$ cat src/rtl/branch_resolve_ctrl_pkg.sv
// Shared types and constants for the branch resolution controller.
// Holds the predictor queue entry layout, FSM encoding and the redirect helper.
package branch_resolve_ctrl_pkg;

  localparam int unsigned XLEN = 32;
  localparam logic [XLEN-1:0] DELAY_SLOT_OFFSET = 32'd8;

  typedef enum logic [1:0] {
    OP_BEQ  = 2'd0,
    OP_BNE  = 2'd1,
    OP_BGTZ = 2'd2,
    OP_BLEZ = 2'd3
  } br_op_t;

  typedef enum logic {
    ST_RUN     = 1'b0,
    ST_RECOVER = 1'b1
  } state_t;

  typedef struct packed {
    logic [XLEN-1:0] pc;
    logic            taken;
    logic [XLEN-1:0] target;
  } pred_entry_t;

  localparam int unsigned PRED_ENTRY_W = $bits(pred_entry_t);

  // Correct fetch address: taken target, or fall-through past the delay slot.
  function automatic logic [XLEN-1:0] fix_pc(input logic taken,
                                             input logic [XLEN-1:0] target,
                                             input logic [XLEN-1:0] pc);
    return taken ? target : pc + DELAY_SLOT_OFFSET;
  endfunction

endpackage

$ cat src/rtl/branch_resolve_ctrl_pred_fifo.sv
// In-order queue of in-flight predictions: circular buffer with occupancy count.
// Synchronous clear drops every entry at once (wrong-path squash).
module pred_fifo #(
  parameter int unsigned DEPTH = 4,
  parameter int unsigned W     = 65
) (
  input  logic                     clk,
  input  logic                     reset,
  input  logic                     clear,
  input  logic                     push,
  input  logic [W-1:0]             push_data,
  input  logic                     pop,
  output logic [W-1:0]             head,
  output logic [$clog2(DEPTH):0]   count
);

  localparam int unsigned PW = $clog2(DEPTH);
  localparam int unsigned CW = PW + 1;

  logic [W-1:0]  mem [DEPTH];
  logic [PW-1:0] rd_ptr;
  logic [PW-1:0] wr_ptr;

  // Pointers wrap naturally since DEPTH is a power of two.
  always_ff @(posedge clk or posedge reset) begin
    if (reset) begin
      rd_ptr <= '0;
      wr_ptr <= '0;
      count  <= '0;
    end else if (clear) begin
      rd_ptr <= '0;
      wr_ptr <= '0;
      count  <= '0;
    end else begin
      if (push) wr_ptr <= wr_ptr + PW'(1);
      if (pop)  rd_ptr <= rd_ptr + PW'(1);
      count <= count + CW'(push) - CW'(pop);
    end
  end

  always_ff @(posedge clk) begin
    if (push) mem[wr_ptr] <= push_data;
  end

  assign head = mem[rd_ptr];

endmodule

$ cat src/rtl/branch_resolve_ctrl.sv
// Branch resolution controller: tracks decode-time predictions, checks them in EX,
// trains the predictor and drives flush/redirect on a mispredict.
module branch_resolve_ctrl
  import branch_resolve_ctrl_pkg::*;
#(
  parameter int unsigned DEPTH     = 4,
  parameter int unsigned FLUSH_CYC = 1,
  parameter int unsigned CNT_W     = 16
) (
  input  logic                     clk,
  input  logic                     reset,
  input  logic                     push_valid,
  input  logic [XLEN-1:0]          push_pc,
  input  logic                     push_taken,
  input  logic [XLEN-1:0]          push_target,
  output logic                     push_ready,
  input  logic                     res_valid,
  input  logic                     res_taken,
  input  logic [XLEN-1:0]          res_target,
  output logic                     flush,
  output logic [XLEN-1:0]          redirect_pc,
  output logic                     upd_valid,
  output logic [XLEN-1:0]          upd_pc,
  output logic                     upd_taken,
  output logic [$clog2(DEPTH):0]   inflight,
  output logic [CNT_W-1:0]         mispredict_cnt,
  output logic                     err
);

  localparam int unsigned CW = $clog2(DEPTH) + 1;
  localparam int unsigned FW = 4;

  state_t      state;
  state_t      state_d;
  logic [FW-1:0] fcnt;
  logic [FW-1:0] fcnt_d;

  pred_entry_t head;
  pred_entry_t push_entry;
  logic [PRED_ENTRY_W-1:0] head_raw;

  logic in_run;
  logic res_run;
  logic res_hit;
  logic mispredict;
  logic fifo_push;
  logic fifo_pop;
  logic fifo_clear;

  logic                flush_d;
  logic [XLEN-1:0]     redirect_d;
  logic                upd_valid_d;
  logic [XLEN-1:0]     upd_pc_d;
  logic                upd_taken_d;
  logic [CNT_W-1:0]    mcnt_d;
  logic                err_d;

  assign push_entry = '{pc: push_pc, taken: push_taken, target: push_target};
  assign head       = pred_entry_t'(head_raw);

  // Resolve qualification and mispredict detection against the oldest entry.
  assign in_run     = (state == ST_RUN);
  assign res_run    = res_valid && in_run;
  assign res_hit    = res_run && (inflight != '0);
  assign mispredict = res_hit &&
                      ((res_taken != head.taken) ||
                       (res_taken && (res_target != head.target)));
  assign fifo_pop   = res_hit && !mispredict;
  assign fifo_clear = mispredict;
  // A full queue still takes a push when a correct resolve frees the head slot.
  assign fifo_push  = push_valid && in_run && !mispredict &&
                      ((inflight < CW'(DEPTH)) || fifo_pop);

  assign push_ready = (inflight < CW'(DEPTH)) && in_run;

  pred_fifo #(
    .DEPTH (DEPTH),
    .W     (PRED_ENTRY_W)
  ) u_pred_fifo (
    .clk       (clk),
    .reset     (reset),
    .clear     (fifo_clear),
    .push      (fifo_push),
    .push_data (push_entry),
    .pop       (fifo_pop),
    .head      (head_raw),
    .count     (inflight)
  );

  // State register with flush-window down-counter.
  always_ff @(posedge clk or posedge reset) begin
    if (reset) begin
      state <= ST_RUN;
      fcnt  <= '0;
    end else begin
      state <= state_d;
      fcnt  <= fcnt_d;
    end
  end

  // Next-state logic.
  always_comb begin
    state_d = state;
    fcnt_d  = fcnt;
    case (state)
      ST_RUN: begin
        if (mispredict) begin
          state_d = ST_RECOVER;
          fcnt_d  = FW'(FLUSH_CYC - 1);
        end
      end
      ST_RECOVER: begin
        if (fcnt == '0) state_d = ST_RUN;
        else            fcnt_d  = fcnt - FW'(1);
      end
      default: state_d = ST_RUN;
    endcase
  end

  // Next values for the registered outputs.
  always_comb begin
    flush_d     = (state_d == ST_RECOVER);
    redirect_d  = redirect_pc;
    upd_valid_d = res_hit;
    upd_pc_d    = upd_pc;
    upd_taken_d = upd_taken;
    mcnt_d      = mispredict_cnt;
    err_d       = err || (res_run && (inflight == '0));
    if (res_hit) begin
      upd_pc_d    = head.pc;
      upd_taken_d = res_taken;
    end
    if (mispredict) begin
      redirect_d = fix_pc(res_taken, res_target, head.pc);
      if (mispredict_cnt != {CNT_W{1'b1}}) mcnt_d = mispredict_cnt + CNT_W'(1);
    end
  end

  always_ff @(posedge clk or posedge reset) begin
    if (reset) begin
      flush          <= 1'b0;
      redirect_pc    <= '0;
      upd_valid      <= 1'b0;
      upd_pc         <= '0;
      upd_taken      <= 1'b0;
      mispredict_cnt <= '0;
      err            <= 1'b0;
    end else begin
      flush          <= flush_d;
      redirect_pc    <= redirect_d;
      upd_valid      <= upd_valid_d;
      upd_pc         <= upd_pc_d;
      upd_taken      <= upd_taken_d;
      mispredict_cnt <= mcnt_d;
      err            <= err_d;
    end
  end

endmodule
$ cat config.mk
export PLATFORM = sky130hd
export DESIGN_NAME = branch_resolve_ctrl
export DESIGN_NICKNAME = d
export VERILOG_FILES = /design/src/rtl/branch_resolve_ctrl_pkg.sv /design/src/rtl/branch_resolve_ctrl_pred_fifo.sv /design/src/rtl/branch_resolve_ctrl.sv
export SDC_FILE = /design/constraint.sdc
export NUM_CORES = 1
export LEC_CHECK = 0
export BUFFER_PORTS_ARGS = -buffer_cell sky130_fd_sc_hd__buf_2
export CORE_AREA = 2 2 225 227
export CTS_CLUSTER_SIZE = 16
export DETAILED_ROUTE_END_ITERATION = 10
export DIE_AREA = 0 0 227 229
export PLACE_DENSITY = 0.54
export SYNTH_ARGS = -nofsm -noshare
export SYNTH_HDL_FRONTEND = slang
export SYNTH_HIERARCHICAL = 1
export SYNTH_SLANG_ARGS = --single-unit
$ cat constraint.sdc
create_clock -name clk -period 7.35 [get_ports clk]
set_clock_uncertainty 0.2 [all_clocks]
set_input_delay 1.1025 -clock clk [delete_from_list [all_inputs] [get_ports clk]]
set_output_delay 1.1025 -clock clk [all_outputs]
set_load 0.05 [all_outputs]
==> impl_metrics.csv, run 1 <==
group,metric,value,unit
worst_setup_path,cpMostUsedCell,"buf_4",
detailed_routing,drcViolationCount,0,
yosys,syn_inst,835,
worst_setup_path,critPathCaptureType,"flop",
die,fp.dieArea,0.0520,sq mm
yosys,ys_types,51,
yosys,synth_top_family_by_area,"multiplexers",
global_routing,grt-ovfl-total,0,
detailed_routing,num_vias,8280,
clock_tree,cts_setup_buffers,0,
detailed_routing,first_pass_iters,5,
detailed_routing,wl,39600,um
clock_tree,clk_latency,0.57,ns
power_and_ir_drop,p_leak,6.48,nW
clock_tree,numCtsBuffers,40,
worst_setup_path,cp-startpoint,"u_pred_fifo/rd_ptr[0]",
detailed_routing,ant_nets,0,
die,ios,190,
detailed_routing,via_per_inst,4.74,
sta,rsz0062_at_grt,"no",
worst_setup_path,cp_cell_sequence,"mux4_2 > xnor2_1 > nand4_1 > or4_4 > nor4_4 > buf_4 > or2_2 > inv_2 > nor4b_2 > and2_2 > buf_4",
global_routing,track_usage,0.151,
worst_setup_path,reg2reg_slack,1.61,ns
global_routing,grt_start_max_net_pins,66,
sta,worst_pin_slew,1.05,ns
yosys,synth-simple-area-share,0.0582,
run,cap_violations,0,
worst_setup_path,worst_r2r_endpoint,"u_pred_fifo/mem[2][4]",
power_and_ir_drop,p_sw,0.00270,W
yosys,ys_seq_area_frac,0.695,
worst_setup_path,worstPathRequired,7.32,ns
worst_setup_path,critPathLaunchType,"flop",
power_and_ir_drop,power.density,410,mW/mm^2
worst_setup_path,r2r_cells,11,
yosys,synth-xor-area-share,0.0451,
die,initial_utilization,0.295,
global_routing,grt_pass1_wl,56800,um
yosys,yosys_warnings,6,
yosys,syn_area,0.0147,sq mm
die,dieHeight,229,um
run_status,status,"completed",
yosys,synthAdderAreaFrac,0.00904,
sta,fin_crit_sh,0.781,
final_layout,final_common_cell,"edfxtp_1",
sta,drv_slew,0,
power_and_ir_drop,power_frac_seq,0.396,
place,dp_hpwl,27600,um
clock_tree,cts.sinks,355,
worst_setup_path,r2r-start,"u_pred_fifo/rd_ptr[0]",
sta,post-route-min-period,5.74,ns
final_layout,area_delta_synth_final,20.3,%
yosys,yosys_register_bits,355,
power_and_ir_drop,p_clk_frac,0.267,
clock_tree,cts_max_path_buffers,3,
global_routing,met2_usage,0.230,
die,rows,82,
global_routing,grt-busiest-layer,"met2",
place,gp_congestion,0.794,
worst_setup_path,crit_cells,11,
global_routing,global_route.usage.met1,0.219,
clock_tree,ctsHoldBuffers,0,
final_layout,layout_common_cells,"edfxtp_1 (260), buf_2 (189), dfrtp_1 (93), mux4_2 (65), o21ai_0 (47)",
worst_setup_path,path_buf_inv,3,
final_layout,design_area,0.0176,sq mm
clock_tree,path_clk_slew,0.06,ns
sta,fmax,174,MHz
sta,finalHoldViolCount,0,
worst_setup_path,crit_type,"reg2reg",
yosys,syn-num-nets,947,
worst_setup_path,crit_family,"simple AND/OR/NAND/NOR gates",
worst_setup_path,critPathMaxStageDelay,0.99,ns
place,port-buffer-count,189,
detailed_routing,drt_iter0_markers,836,
die,core_area,0.0497,sq mm
clock_tree,cts-root-buf,"clkbuf_16",
die,die_width,227,um
power_and_ir_drop,internal_power,0.00454,W
yosys,synth-compound-area-share,0.0225,
clock_tree,cts_resized,0,
power_and_ir_drop,p_comb_frac,0.337,
global_routing,grt_pass1_vias,8281,
detailed_routing,wl_per_cell,22.6,um
power_and_ir_drop,peakVddDrop,299,uV
worst_setup_path,cp.arrival,5.71,ns
worst_setup_path,cp_max_fo,65,
global_routing,antenna_found_initial,7,
place,dpl_cell_area,0.0164,sq mm
worst_setup_path,slowest_stage,"dfrtp_4",
global_routing,use_met3,0.0334,
yosys,synthMuxAreaShare,0.152,
worst_setup_path,worstSetupEndpoint,"u_pred_fifo/mem[2][4]",
final_layout,drive_gt1_frac,0.369,
power_and_ir_drop,switching_share,0.373,
sta,setup_violations,0,
sta,final.setup.tns,0,ns
clock_tree,cts_tree,"built",
final_layout,num-nets-final,1156,
yosys,avgSynthCellArea,17.6,sq um
hold_path,min_path_type,"reg2reg",
clock_tree,htree_num_levels,2,
sta,slew_headroom,0.298,
==> how the worst min path moves through the flow <==
stage | startpoint | to | slack, ns | cells after the start
floorplan | fcnt[0] | fcnt[0] | 0.28 | 1
global placement | err | err | 0.25 | 1
detailed placement | err | err | 0.25 | 1
CTS | err | err | 0.27 | 1
global route | err | err | 0.27 | 1
finish | err | err | 0.27 | 1
==> synthesized netlist by cell type (all sizes together) <==
library cell  number  area, sq um
nand3             27          135
o21ai             47          235
or2                2         12.5
fa                 1         20.0
nand2             43          161
nand3b             1         7.51
o21a               1         7.51
mux2              54          664
and3               7         43.8
buf               23          175
o22ai              2         12.5
or4                3         26.3
and3b              2         17.5
nor3               7         35.0
xnor2             30          263
nor4b              1         15.0
mux2i             10          100
nand4             13         81.3
nor2              18         67.6
ha                 9          113
or3                2         12.5
xor2              43          377
o31ai              1         7.51
a21o               1         7.51
a21bo              1         10.0
inv               14         52.6
and2               6         37.5
a31o               1         8.76
a311oi             1         8.76
a21oi              5         25.0
o211ai             1         7.51
and4               3         26.3
nor3b              2         15.0
clkbuf            12         45.0
edfxtp           260         7810
mux4              65         1460
nor2b              4         25.0
nor4              15          124
dfrtp             95         2380
and4b              1         10.0
xnor3              1         22.5
==> power by group through the flow <==
stage	Sequential (W)	Clock, W	Combinational, W
2_1_floorplan	0.00350	0	0.00115
3_3_place_gp	0.00291	0	0.00245
3_5_place_dp	0.00292	0	0.00247
4_1_cts	0.00288	0.00198	0.00247
5_1_grt	0.00292	0.00206	0.00259
6_report	0.00287	0.00193	0.00244
==> stage by stage <==
stage,power (W),cells,utilization,worst slack [ns],hold WS (ns)
2_1_floorplan,0.00466,835,-,2.08,0.277
3_3_place_gp,0.00536,1674,0.330,1.55,0.247
4_1_cts,0.00734,1746,0.355,1.50,0.267
5_1_grt,0.00757,1747,0.355,1.21,0.271
3_5_place_dp,0.00538,1674,0.330,1.51,0.254
6_report,0.00724,1748,0.355,1.61,0.267
==> area by class of cell <==
type / count / area, sq um
Sequential cell: 355 / 10200
Clock inverter: 15 / 126
Timing Repair Buffer: 202 / 1070
Multi-Input combinational cell: 431 / 4220
Fill cell: 4785 / 32000
Antenna cell: 2 / 5.00
Clock buffer: 57 / 1140
Inverter: 14 / 55.1
Tap cell: 672 / 841
==> per-layer routing <==
metal  up-vias  wire length, um
met1      4282            17800
met3        50             2840
met5         -               13
met2       289            18300
li1       3657                -
met4         2              658
==> flip-flops by register name, indices dropped and copies added (netlist names) <==
| signal | cells |
|---|---|
| u_pred_fifo/mem | 260 |
| redirect_pc | 32 |
| upd_pc | 32 |
| mispredict_cnt | 16 |
| fcnt | 4 |
| u_pred_fifo/count | 3 |
| u_pred_fifo/rd_ptr | 2 |
| u_pred_fifo/wr_ptr | 2 |
| err | 1 |
| flush | 1 |
| upd_taken | 1 |
| upd_valid | 1 |
==> kinds of logic after synthesis <==
kind of cell,count (synthesis)
xor gates and xnor gates,74
muxes,129
AOI/OAI and AO/OA,61
DFF,355
and+or+nand+nor,157
adders and majority gates,10
buffers and inverters,49
==> worst reg2reg max path, stage by stage (launching register included) <==
cell and delay (ns):
dfrtp_4 0.99, mux4_2 0.64, xnor2_1 0.17, nand4_1 0.15
or4_4 0.58, nor4_4 0.14, buf_4 0.33, or2_2 0.34
inv_2 0.07, nor4b_2 0.64, and2_2 0.27, buf_4 0.78
No activity file was read; power rests on OpenSTA's default activity.
==> run 2: changes to the inputs <==
--- a/config.mk
+++ b/config.mk
@@ -10,7 +10,7 @@
 export CTS_CLUSTER_SIZE = 16
 export DETAILED_ROUTE_END_ITERATION = 10
 export DIE_AREA = 0 0 227 229
-export PLACE_DENSITY = 0.54
+export PLACE_DENSITY = 0.56
 export SYNTH_ARGS = -nofsm -noshare
 export SYNTH_HDL_FRONTEND = slang
 export SYNTH_HIERARCHICAL = 1
==> constraint.sdc (replaced) <==
create_clock -name clk -period 5.2 [get_ports clk]
set_clock_uncertainty 0.2 [all_clocks]
set_input_delay 0.78 -clock clk [delete_from_list [all_inputs] [get_ports clk]]
set_output_delay 0.78 -clock clk [all_outputs]
set_load 0.05 [all_outputs]
==> run 2 against run 1 <==
Net effect:
- final cell count grew 0.63%
- total power grew 43%
- critical endpoint is now u_pred_fifo/mem[2][49]
- critical path type unchanged
- critical path depth grew 1
- sequential power grew 39%
==> impl_metrics.csv, run 2 (synthesis gave the netlist of run 1 again) <==
group,metric,value,unit
detailed_routing,drcViolationCount,0,
sta,fmax,222,MHz
sta,drv_slew,0,
worst_setup_path,cp_max_fo,21,
hold_path,min_path_type,"in2async",
die,die_width,227,um
clock_tree,cts_resized,0,
die,ios,190,
worst_setup_path,cp.arrival,4.56,ns
final_layout,reg_top3,"u_pred_fifo/mem x260, redirect_pc x32, upd_pc x32",
final_layout,drive_gt1_frac,0.378,
detailed_routing,via_per_inst,4.73,
sta,slew_headroom,0.532,
clock_tree,numCtsBuffers,40,
final_layout,num-nets-final,1167,
final_layout,area_delta_synth_final,21.5,%
final_layout,largest_reg_flops,260,
die,dieHeight,229,um
die,rows,82,
place,dp_hpwl,28700,um
final_layout,max_flop_register,"u_pred_fifo/mem",
worst_setup_path,r2r_cells,12,
die,fp.dieArea,0.0520,sq mm
detailed_routing,wl_per_cell,22.8,um
detailed_routing,first_pass_iters,5,
sta,final.setup.tns,0,ns
detailed_routing,wl,40100,um
clock_tree,htree_num_levels,2,
detailed_routing,ant_nets,0,
global_routing,grt_pass1_vias,8431,
sta,post-route-min-period,4.51,ns
sta,finalHoldViolCount,0,
global_routing,grt_start_max_net_pins,60,
power_and_ir_drop,power.density,581,mW/mm^2
global_routing,grt_pass1_wl,57700,um
place,port-buffer-count,189,
final_layout,layout_common_cells,"edfxtp_1 (260), buf_2 (189), dfrtp_1 (93), mux4_2 (65), o21ai_0 (47)",
final_layout,multi_input_area,0.00422,sq mm
final_layout,final_common_cell,"edfxtp_1",
sta,fin_crit_sh,0.868,
place,gp_congestion,0.787,
die,initial_utilization,0.295,
clock_tree,clk_latency,0.56,ns
clock_tree,cts_tree,"built",
detailed_routing,num_vias,8328,
die,core_area,0.0497,sq mm
clock_tree,cts_setup_buffers,0,
clock_tree,cts_max_path_buffers,3,
run,cap_violations,0,
final_layout,regArea,0.0102,sq mm
global_routing,antenna_found_initial,8,
worst_setup_path,worstPathRequired,5.25,ns
sta,rsz0062_at_grt,"no",
clock_tree,ctsHoldBuffers,0,
worst_setup_path,critPathLaunchType,"flop",
detailed_routing,drt_iter0_markers,664,
clock_tree,path_clk_slew,0.06,ns
sta,setup_violations,0,
power_and_ir_drop,peakVddDrop,354,uV
global_routing,grt-ovfl-total,0,
final_layout,fillers,4732,
worst_setup_path,crit_type,"reg2reg",
global_routing,track_usage,0.155,
worst_setup_path,critPathCaptureType,"flop",
sta,worst_pin_slew,0.697,ns
clock_tree,cts-root-buf,"clkbuf_16",
run_status,status,"completed",
power_and_ir_drop,p_leak,6.55,nW
clock_tree,cts.sinks,355,
power_and_ir_drop,total_power,0.0104,W
[run 2: critical path, stage by stage, from the launching register on]
cell	delay [ns]
dfrtp_4	0.58
buf_12	0.23
mux4_2	0.53
xor2_1	0.16
nor3_1	0.44
nand3_1	0.22
nor4_4	0.38
or2_2	0.18
inv_2	0.04
nor4b_2	0.24
buf_4	0.19
and2_2	0.52
buf_12	0.25
[run 2: per-stage QoR]
| stage | hold slack [ns] | util | area, sq um | std cells | worst slack [ns] |
|---|---|---|---|---|---|
| after detailed placement | 0.252 | 0.333 | 16500 | 1685 | 0.750 |
| after global routing | 0.0431 | 0.359 | 17800 | 1758 | 0.487 |
| after global placement | 0.245 | 0.333 | 16500 | 1685 | 0.760 |
| final | 0.0366 | 0.359 | 17800 | 1759 | 0.687 |
| after floorplan | 0.277 | - | 14700 | 835 | 0.607 |
| after CTS | 0.0143 | 0.359 | 17800 | 1758 | 0.717 |
[run 2: worst paths after layout]
check	start	to	slack (ns)
max reg2reg	u_pred_fifo/rd_ptr[0]	u_pred_fifo/mem[2][49]	0.69
max in group asynchronous	reset	upd_pc[11]	3.62
min reg2reg	err	err	0.27
min	reset	u_pred_fifo/count[1]	0.04
max	u_pred_fifo/rd_ptr[0]	u_pred_fifo/mem[2][49]	0.69
min in group clk	push_target[27]	u_pred_fifo/mem[0][27]	0.24
[run 2: final cells by class]
| cell class | count | share of cell area |
|---|---|---|
| flip-flops and latches | 355 | 0.572 |
| inverters | 14 | 0.00309 |
| well taps | 672 | 0.0472 |
| repair buffers | 213 | 0.0688 |
| multi-input cells | 431 | 0.237 |
| clock buffers | 56 | 0.0624 |
| diodes | 1 | 0.000140 |
| clock inverters | 17 | 0.00948 |
[run 2: routing by layer]
layer  vias to the layer above  track usage  wire (um)
met5                         -            0         94
met4                        14       0.0502       1040
met3                        69       0.0428       3190
met2                       286        0.235      18300
met1                      4273        0.215      17500
li1                       3686            -          -
[run 2: report_power, final]
group / total, W / switching (W) / internal (W) / leakage, nW
registers: 0.00398 / 0.000322 / 0.00365 / 3.53
logic: 0.00362 / 0.00240 / 0.00121 / 2.40
clock network: 0.00276 / 0.00115 / 0.00161 / 0.623
total: 0.0104 / 0.00388 / 0.00647 / 6.55
==> run 3: changes to the inputs <==
--- a/config.mk
+++ b/config.mk
@@ -6,11 +6,11 @@
 export NUM_CORES = 1
 export LEC_CHECK = 0
 export BUFFER_PORTS_ARGS = -buffer_cell sky130_fd_sc_hd__buf_2
-export CORE_AREA = 2 2 225 227
+export CORE_AREA = 2 2 184 186
 export CTS_CLUSTER_SIZE = 16
 export DETAILED_ROUTE_END_ITERATION = 10
-export DIE_AREA = 0 0 227 229
-export PLACE_DENSITY = 0.56
+export DIE_AREA = 0 0 186 188
+export PLACE_DENSITY = 0.75
 export SYNTH_ARGS = -nofsm -noshare
 export SYNTH_HDL_FRONTEND = slang
 export SYNTH_HIERARCHICAL = 1
==> run 3 against run 2 <==
Net effect:
- critical endpoint is now u_pred_fifo/mem[1][38]
- via count increased by 1.7%
- routed wire length decreased by 12%
- sequential share of layout area increased by 1.0 points
- setup slack got worse by 0.31 ns
- largest cell class unchanged
- worst hold slack improved by 0.010 ns
- sequential cell count unchanged
- design area decreased by 1.8%
- critical path depth decreased by 1
- utilization increased by 17 points
==> impl_metrics.csv, run 3 (synthesis gave the netlist of run 1 again) <==
group,metric,value,unit
run_status,status,"completed",
place,dp_hpwl,25300,um
run,cap_violations,0,
worst_setup_path,crit_family,"simple AND/OR/NAND/NOR gates",
detailed_routing,first_pass_iters,5,
die,dieHeight,188,um
clock_tree,numCtsBuffers,37,
detailed_routing,wl,35400,um
power_and_ir_drop,power.density,584,mW/mm^2
worst_setup_path,critPathLaunchType,"flop",
worst_setup_path,worstPathRequired,5.22,ns
final_layout,largest_reg_flops,260,
power_and_ir_drop,p_clk_frac,0.266,
sta,post-route-min-period,4.82,ns
clock_tree,cts_resized,0,
worst_setup_path,slowest_stage,"dfrtp_4",
clock_tree,clk_latency,0.52,ns
detailed_routing,wl_per_cell,23.1,um
power_and_ir_drop,power_frac_seq,0.391,
sta,holdWs,0.0466,ns
power_and_ir_drop,p_comb_frac,0.344,
final_layout,layout.cells.non_filler,1529,
clock_tree,htree_num_levels,2,
sta,slew_headroom,0.519,
final_layout,num-nets-final,1164,
worst_setup_path,critPathCaptureType,"flop",
clock_tree,ctsHoldBuffers,0,
detailed_routing,drt_iter0_markers,890,
worst_setup_path,r2r-start,"u_pred_fifo/rd_ptr[0]",
clock_tree,cts_setup_buffers,0,
clock_tree,cts.sinks,355,
sta,finalHoldViolCount,0,
sta,fin_crit_sh,0.927,
worst_setup_path,path_buf_inv,3,
die,die_width,186,um
place,port-buffer-count,189,
global_routing,grt_pass1_vias,8516,
final_layout,area_delta_synth_final,19.3,%
final_layout,fillers,2614,
final_layout,drive_gt1_frac,0.378,
power_and_ir_drop,peakVddDrop,451,uV
final_layout,final_common_cell,"edfxtp_1",
worst_setup_path,cp_cell_sequence,"buf_4 > mux4_2 > xnor2_1 > nand4_1 > or4_4 > nor4_4 > or2_2 > inv_2 > nor4b_2 > and2_2 > buf_12",
sta,fmax,207,MHz
worst_setup_path,critPathMaxStageDelay,0.74,ns
clock_tree,cts_max_path_buffers,3,
power_and_ir_drop,p_sw,0.00373,W
sta,drv_slew,0,
power_and_ir_drop,switching_share,0.365,
die,ios,190,
worst_setup_path,cp_max_fo,24,
detailed_routing,via_per_inst,5.54,
hold_path,min_path_type,"in2async",
detailed_routing,drcViolationCount,0,
final_layout,reg_top3,"u_pred_fifo/mem x260, redirect_pc x32, upd_pc x32",
worst_setup_path,reg2reg_slack,0.38,ns
sta,worst_pin_slew,0.719,ns
die,initial_utilization,0.443,
place,gp_congestion,0.831,
global_routing,grt-ovfl-total,0,
global_routing,track_usage,0.205,
die,fp.dieArea,0.0350,sq mm
die,core_area,0.0331,sq mm
final_layout,layout_common_cells,"edfxtp_1 (260), buf_2 (189), dfrtp_1 (93), mux4_2 (65), o21ai_0 (47)",
power_and_ir_drop,p_leak,6.54,nW
power_and_ir_drop,total_power,0.0102,W
global_routing,grt_start_max_net_pins,60,
die,rows,67,
worst_setup_path,worst_r2r_endpoint,"u_pred_fifo/mem[1][38]",
final_layout,max_flop_register,"u_pred_fifo/mem",
worst_setup_path,cp.arrival,4.84,ns
sta,final.setup.tns,0,ns
worst_setup_path,crit_type,"reg2reg",
worst_setup_path,r2r_cells,11,
clock_tree,path_clk_slew,0.06,ns
global_routing,antenna_found_initial,4,
clock_tree,cts_tree,"built",
sta,setup_violations,0,
place,placed_cells,1461,
clock_tree,cts-root-buf,"clkbuf_16",
global_routing,grt_pass1_wl,53100,um
detailed_routing,num_vias,8468,
detailed_routing,ant_nets,0,
worst_setup_path,crit_cells,11,
power_and_ir_drop,internal_power,0.00649,W
sta,rsz0062_at_grt,"no",
## run 3: cell count changes in the layout (fill, tap and decap cells not counted), sizes merged
cell / delta
bufinv: +3
clkbuf: -8
inv: -1
## run 3: worst max-delay path by stage
stage,startpoint,to,slack [ns]
4_1_cts,u_pred_fifo/rd_ptr[0],u_pred_fifo/mem[1][0],0.34
3_3_place_gp,u_pred_fifo/rd_ptr[0],u_pred_fifo/mem[1][40],0.47
6_report,u_pred_fifo/rd_ptr[0],u_pred_fifo/mem[1][38],0.38
2_1_floorplan,u_pred_fifo/rd_ptr[0],u_pred_fifo/mem[2][0],0.61
5_1_grt,u_pred_fifo/rd_ptr[0],u_pred_fifo/mem[1][34],0.12
3_5_place_dp,u_pred_fifo/rd_ptr[0],u_pred_fifo/mem[1][0],0.37
## run 3: layout make-up
cell class	count	area (sq um)	area share
Antenna cell	1	2.50	0.000143
Clock buffer	48	1010	0.0576
Clock inverter	19	260	0.0149
Inverter	14	55.1	0.00315
Multi-Input combinational cell	431	4220	0.241
Sequential cell	355	10200	0.583
Tap cell	448	561	0.0320
Timing Repair Buffer	213	1200	0.0687
## run 3: power groups by stage
stage	registers [W]	clock network (W)	logic (W)
6_report	0.00399	0.00271	0.00351
5_1_grt	0.00406	0.00288	0.00372
4_1_cts	0.00400	0.00276	0.00354
3_5_place_dp	0.00405	0	0.00352
3_3_place_gp	0.00403	0	0.00347
2_1_floorplan	0.00494	0	0.00163
## run 3: metal layers
metal | global-route usage | vias up | share of wire
li1 | - | 3675 | -
met1 | 0.292 | 4321 | 0.42
met2 | 0.316 | 411 | 0.47
met3 | 0.0509 | 57 | 0.091
met4 | 0.0569 | 4 | 0.024
met5 | 0 | - | 0.00071
## run 3: per-stage QoR
step                setup WS [ns]  utilization  instance area [sq um]
floorplan                   0.607            -                  14700
global placement            0.468        0.490                  16200
detailed placement          0.367        0.490                  16200
CTS                         0.344        0.528                  17500
global route                0.124        0.528                  17500
finish                      0.378        0.528                  17500
